==> src/rtl/rvvitxarb.sv <==
// rvvitxarb: frame-atomic round-robin arbiter for the tracer MAC TX stream.
// Two AXI-stream sources share one MAC port a whole frame at a time.
//
// Ports:
//   clk, reset            - single clock, synchronous active-high reset
//   S0T*/S1T*             - source streams (0 = RVVI packetizer, 1 = ctrl/status)
//   MT*                   - stream to the MAC TX FIFO
//   InterPacketDelay      - idle cycles inserted after each frame
//   Grant, Busy           - owner of the port, high while a frame is in flight
//   FramesSent0/1         - completed frame counters (wrapping)
//   Overlong              - sticky flag: a frame exceeded MAX_FRAME_BEATS
module rvvitxarb #(
    parameter int DATA_WIDTH      = 32,
    parameter int KEEP_WIDTH      = DATA_WIDTH / 8,
    parameter int MAX_FRAME_BEATS = 512,
    parameter int CNT_WIDTH       = 16
) (
    input  logic                  clk,
    input  logic                  reset,
    input  logic [DATA_WIDTH-1:0] S0Tdata,
    input  logic [KEEP_WIDTH-1:0] S0Tkeep,
    input  logic                  S0Tvalid,
    input  logic                  S0Tlast,
    output logic                  S0Tready,
    input  logic [DATA_WIDTH-1:0] S1Tdata,
    input  logic [KEEP_WIDTH-1:0] S1Tkeep,
    input  logic                  S1Tvalid,
    input  logic                  S1Tlast,
    output logic                  S1Tready,
    output logic [DATA_WIDTH-1:0] MTdata,
    output logic [KEEP_WIDTH-1:0] MTkeep,
    output logic                  MTvalid,
    output logic                  MTlast,
    input  logic                  MTready,
    input  logic [31:0]           InterPacketDelay,
    output logic                  Grant,
    output logic                  Busy,
    output logic [CNT_WIDTH-1:0]  FramesSent0,
    output logic [CNT_WIDTH-1:0]  FramesSent1,
    output logic                  Overlong
);

    localparam int BW = $clog2(MAX_FRAME_BEATS) + 1;
    localparam logic [BW-1:0] MAX_BEATS = BW'(MAX_FRAME_BEATS);

    typedef enum logic [1:0] {
        IDLE,
        SEND,
        GAP
    } state_t;

    state_t               state;
    state_t               stateNext;
    logic                 grantQ;
    logic                 grantNext;
    logic                 lastGrant;
    logic [BW-1:0]        beatCnt;
    logic [31:0]          gapCnt;
    logic [CNT_WIDTH-1:0] framesSent0Q;
    logic [CNT_WIDTH-1:0] framesSent1Q;
    logic                 overlongQ;
    logic                 handshake;

    assign Grant       = grantQ;
    assign Busy        = (state == SEND);
    assign FramesSent0 = framesSent0Q;
    assign FramesSent1 = framesSent1Q;
    assign Overlong    = overlongQ;
    assign handshake   = MTvalid & MTready;

    always_comb begin
        stateNext = state;
        grantNext = grantQ;
        MTdata    = '0;
        MTkeep    = '0;
        MTvalid   = 1'b0;
        MTlast    = 1'b0;
        S0Tready  = 1'b0;
        S1Tready  = 1'b0;
        unique case (state)
            IDLE: begin
                if (S0Tvalid || S1Tvalid) begin
                    stateNext = SEND;
                    // On a tie the source that did not own the last frame wins.
                    if (S0Tvalid && S1Tvalid) grantNext = ~lastGrant;
                    else                      grantNext = S1Tvalid;
                end
            end
            SEND: begin
                if (grantQ) begin
                    MTdata   = S1Tdata;
                    MTkeep   = S1Tkeep;
                    MTvalid  = S1Tvalid;
                    MTlast   = S1Tlast;
                    S1Tready = MTready;
                end else begin
                    MTdata   = S0Tdata;
                    MTkeep   = S0Tkeep;
                    MTvalid  = S0Tvalid;
                    MTlast   = S0Tlast;
                    S0Tready = MTready;
                end
                if (MTvalid && MTready && MTlast) begin
                    stateNext = (InterPacketDelay != 32'd0) ? GAP : IDLE;
                end
            end
            GAP: begin
                // <= 1 rather than == 1 so a zero count can never wedge the FSM.
                if (gapCnt <= 32'd1) stateNext = IDLE;
            end
            default: stateNext = IDLE;
        endcase
    end

    always_ff @(posedge clk) begin
        if (reset) begin
            state        <= IDLE;
            grantQ       <= 1'b0;
            lastGrant    <= 1'b1;
            beatCnt      <= '0;
            gapCnt       <= '0;
            framesSent0Q <= '0;
            framesSent1Q <= '0;
            overlongQ    <= 1'b0;
        end else begin
            state  <= stateNext;
            grantQ <= grantNext;
            if (state == IDLE && stateNext == SEND) begin
                lastGrant <= grantNext;
            end
            if (state == GAP) begin
                gapCnt <= gapCnt - 32'd1;
            end
            if (handshake) begin
                if (beatCnt == MAX_BEATS) overlongQ <= 1'b1;
                if (MTlast) begin
                    beatCnt <= '0;
                    gapCnt  <= InterPacketDelay;
                    if (grantQ) framesSent1Q <= framesSent1Q + CNT_WIDTH'(1);
                    else        framesSent0Q <= framesSent0Q + CNT_WIDTH'(1);
                end else if (beatCnt != '1) begin
                    beatCnt <= beatCnt + BW'(1);
                end
            end
        end
    end

endmodule

==> config.mk <==
export PLATFORM = sky130hd
export DESIGN_NAME = rvvitxarb
export DESIGN_NICKNAME = d
export VERILOG_FILES = /design/src/rtl/rvvitxarb.sv
export SDC_FILE = /design/constraint.sdc
export NUM_CORES = 1
export LEC_CHECK = 0
export CORE_MARGIN = 3
export CORE_UTILIZATION = 44
export DETAILED_ROUTE_END_ITERATION = 16
export GPL_ROUTABILITY_DRIVEN = 0
export GPL_TIMING_DRIVEN = 0
export PLACE_DENSITY = 0.82
export SLEW_MARGIN = 20
export SYNTH_ARGS = -nofsm -noshare
export SYNTH_HDL_FRONTEND = slang
export SYNTH_SLANG_ARGS = --single-unit
==> constraint.sdc <==
create_clock -name clk -period 3 [get_ports clk]
set_input_delay 0.6 -clock clk [delete_from_list [all_inputs] [get_ports clk]]
set_output_delay 0.6 -clock clk [all_outputs]
set_load 0.05 [all_outputs]
==> results.md <==
- Run status: completed
- Compound-Gate Fraction of Synth Area: 9.99%
- Syn avg cell area: 8.14 sq um
- Crit path required time: 2.40 ns
- Area grow syn2layout: 47.8%
- Clock Skews: 0.0102 ns
- Post-synth top area share: 34.7%
- Post-route clock period utilization: 93.9%
- Main combinational cell family by area after synthesis: simple AND/OR/NAND/NOR gates
- Core area: 0.00991 sq mm
- Adder-cell share of the synthesized area: 1.65%
- M1 WL: 6.00 mm
- Initial antenna violation count: 0
- CTS tree: yes
- Pwr Density: 414 mW/mm^2
- Global route overflow: 0
- Cells after synthesis: 560
- Synth area leaders: dfxtp_1, nor2_1, mux2i_1
- Post-Place Cell Area: 0.00661 sq mm
- Min Tclk post-route: 2.82 ns
- Simple-Gate Fraction of Synth Area: 29.7%
- Final WL: 15.0 mm
- Syn Nets: 677
- FFs w/ async S/R, synth: 0%
- Pin count of the biggest net entering global routing: 13
- Total Die Area: 0.0116 sq mm
- R2r setup slk: 0.52 ns
- DP Cell Count: 878
- Worst setup SP type: flip-flop
- CP endpoint kind: output pin
- Mux cell area share after synthesis: 8.56%
- Post-synth top area cell: dfxtp_1
- DRT iter0 DRCs: 323
- WL/cell: 16.8 um
- Sequential area share after synthesis: 34.7%
- Worst setup path class: reg -> out
- Most frequent cells in the layout: clkdlybuf4s50_1, nor2_1, dfxtp_1
- Fin area: 0.00674 sq mm
- 1st-pass router iterations: 5
- Peak supply drop: 221 uV
- Ratio of cells with drive above 1 in the final layout: 10.5%
- Met3 routed wirelength: 1.22 mm
- Initial Util: 46.0%
- CTS Buffer Depth: 2
- Setup TNS Final: 0 ns
- Fin cells: 893
- Boundary pin count: 186
- First-pass GRT wire length: 24.2 mm
- Top Layer Used: met4
- Dpl hpwl: 11.9 mm
- Total global-route track usage: 26.2%
- CTS hold repair buffers: 0
- Met2 wire len: 7.58 mm
- Num rows: 36
- YS warnings: 0
- Leak pwr: 2.40 nW
- Highest clock rate: 355 MHz
- Flops & latches, synth: 79
- WP data arrival: 2.22 ns
- Slew Limit Fails: 0
- Die Width: 108 um
- Worst-skew pair later-pin latency: 0.36 ns
- Synth Area in XOR/XNOR: 11.1%
- Vias: 4950
- RSZ-0062 raised after global routing: false
- Setup-failing EPs final: 0
- Clock root buffer: clkbuf_8
- IO Port Bufs: 185
- CTS clk-pin slew, worst paths: 0.08 ns
- Detail Route Antenna Nets: 0
- Post-Syn Area: 0.00456 sq mm
- Number of CTS-inserted buffers: 9
- Final hold violation count: 0
- Max Cap Violations: 0
- Die H: 108 um
- Diodes inserted: 0
- Synth cell types: 46
- Hold Crit Class: reg -> reg
- Max FO, Critical Path: 10
- Post-synth EDFFs: 0
- Residual DRC: 0
- Most common cell after layout, fill and taps aside: clkdlybuf4s50_1
- Worst Max-Slew Pin Slew: 0.623 ns
- Vias in the first global route: 5020
- CTS Sinks: 79
- H-tree Lvls: 3
- Layout Nets: 872
- Vias per cell: 5.54
- Max transition margin: 58.5%
- Dominant register cell in the synthesized netlist: dfxtp_1
logic make-up after synthesis:
family                   after synthesis
AND/OR/NAND/NOR                      262
flip-flops                            79
AO/OA/AOI/OAI                         68
XOR/XNOR                              58
buffers and inverters                 48
multiplexers                          39
adder cells (fa/ha/maj)                6
routing by layer:
layer	vias up	global-route usage [%]
li1	2386	-
met1	2326	31.2
met2	221	45.7
met3	17	6.84
met4	0	8.57
met5	-	0
state kept, by name, summed over array words and instances (netlist names):
signal	cells
FramesSent0	16
FramesSent1	16
Grant	1
Overlong	1
beatCnt	10
gapCnt	32
lastGrant	1
state	2
critical path, cell delays in order (launching register included):
cell	delay, ns
dfxtp_1	0.38
clkbuf_4	0.24
clkbuf_4	0.27
clkbuf_4	0.29
mux2i_1	0.26
nor2_2	0.06
clkdlybuf4s15_2	0.34
where the power goes:
group	total [mW]	switching, mW	internal [mW]
Clock	0.836	0.382	0.454
Sequential	1.12	0.0342	1.08
Combinational	0.842	0.502	0.340
Total	2.79	0.919	1.88
cell type report:
| type | count | area [sq um] |
|---|---|---|
| buffer | 34 | 164 |
| sequential | 79 | 1580 |
| clock buffer | 14 | 173 |
| clock inverter | 2 | 37.5 |
| fill | 821 | 3170 |
| timing repair buffer | 185 | 1750 |
| inverter | 13 | 48.8 |
| multi-input combinational | 433 | 2820 |
| tap | 133 | 166 |
path summary, 6_finish.rpt:
check                   startpoint                           end  depth (start not counted)
max               Grant$_SDFF_PP0_                    MTdata[25]                          6
min          Overlong$_SDFFE_PP0P_         Overlong$_SDFFE_PP0P_                          2
max reg2reg    state[0]$_SDFF_PP0_  FramesSent1[14]$_SDFFE_PP0P_                          7
min reg2reg  Overlong$_SDFFE_PP0P_         Overlong$_SDFFE_PP0P_                          2
what timing repair did:
item                                    4_1_cts  5_1_grt
resized for setup                            65       46
endpoints found under the setup margin       39       32
hold endpoints to repair                      0        0
buffers inserted                              0        0
synth_stat cells, types with 2 or more instances:
| cell | count |
|---|---|
| and3_1 | 6 |
| or3_1 | 13 |
| or4_4 | 2 |
| nor4_2 | 4 |
| and2_1 | 3 |
| dfxtp_1 | 79 |
| a21oi_1 | 16 |
| a31oi_1 | 2 |
| xnor2_1 | 42 |
| xor2_1 | 16 |
| inv_1 | 13 |
| or4_1 | 8 |
| clkbuf_1 | 23 |
| nand2b_1 | 5 |
| buf_2 | 2 |
| nor3_1 | 18 |
| nor4_1 | 27 |
| a311oi_1 | 3 |
| mux2i_1 | 39 |
| nor2_1 | 110 |
| o21ai_0 | 10 |
| nand2_1 | 22 |
| or2_2 | 3 |
| nand3_1 | 14 |
| buf_6 | 2 |
| and4_1 | 3 |
| ha_1 | 6 |
| nand3b_1 | 5 |
| buf_1 | 8 |
| a211oi_1 | 29 |
| nand4_1 | 12 |
through the flow:
stage          worst slack [ns]  util [%]  power, mW  hold WS (ns)
3_3_place_gp             -0.545      66.7       1.99         0.468
4_1_cts                  0.0268      68.8       2.80         0.499
6_report                  0.184      68.0       2.79         0.493
5_1_grt                0.000947      68.0       2.90         0.524
2_1_floorplan            0.0819         -       1.66         0.461
3_5_place_dp             -0.521      66.7       2.00         0.480
Power figures use the tool's default switching activity.
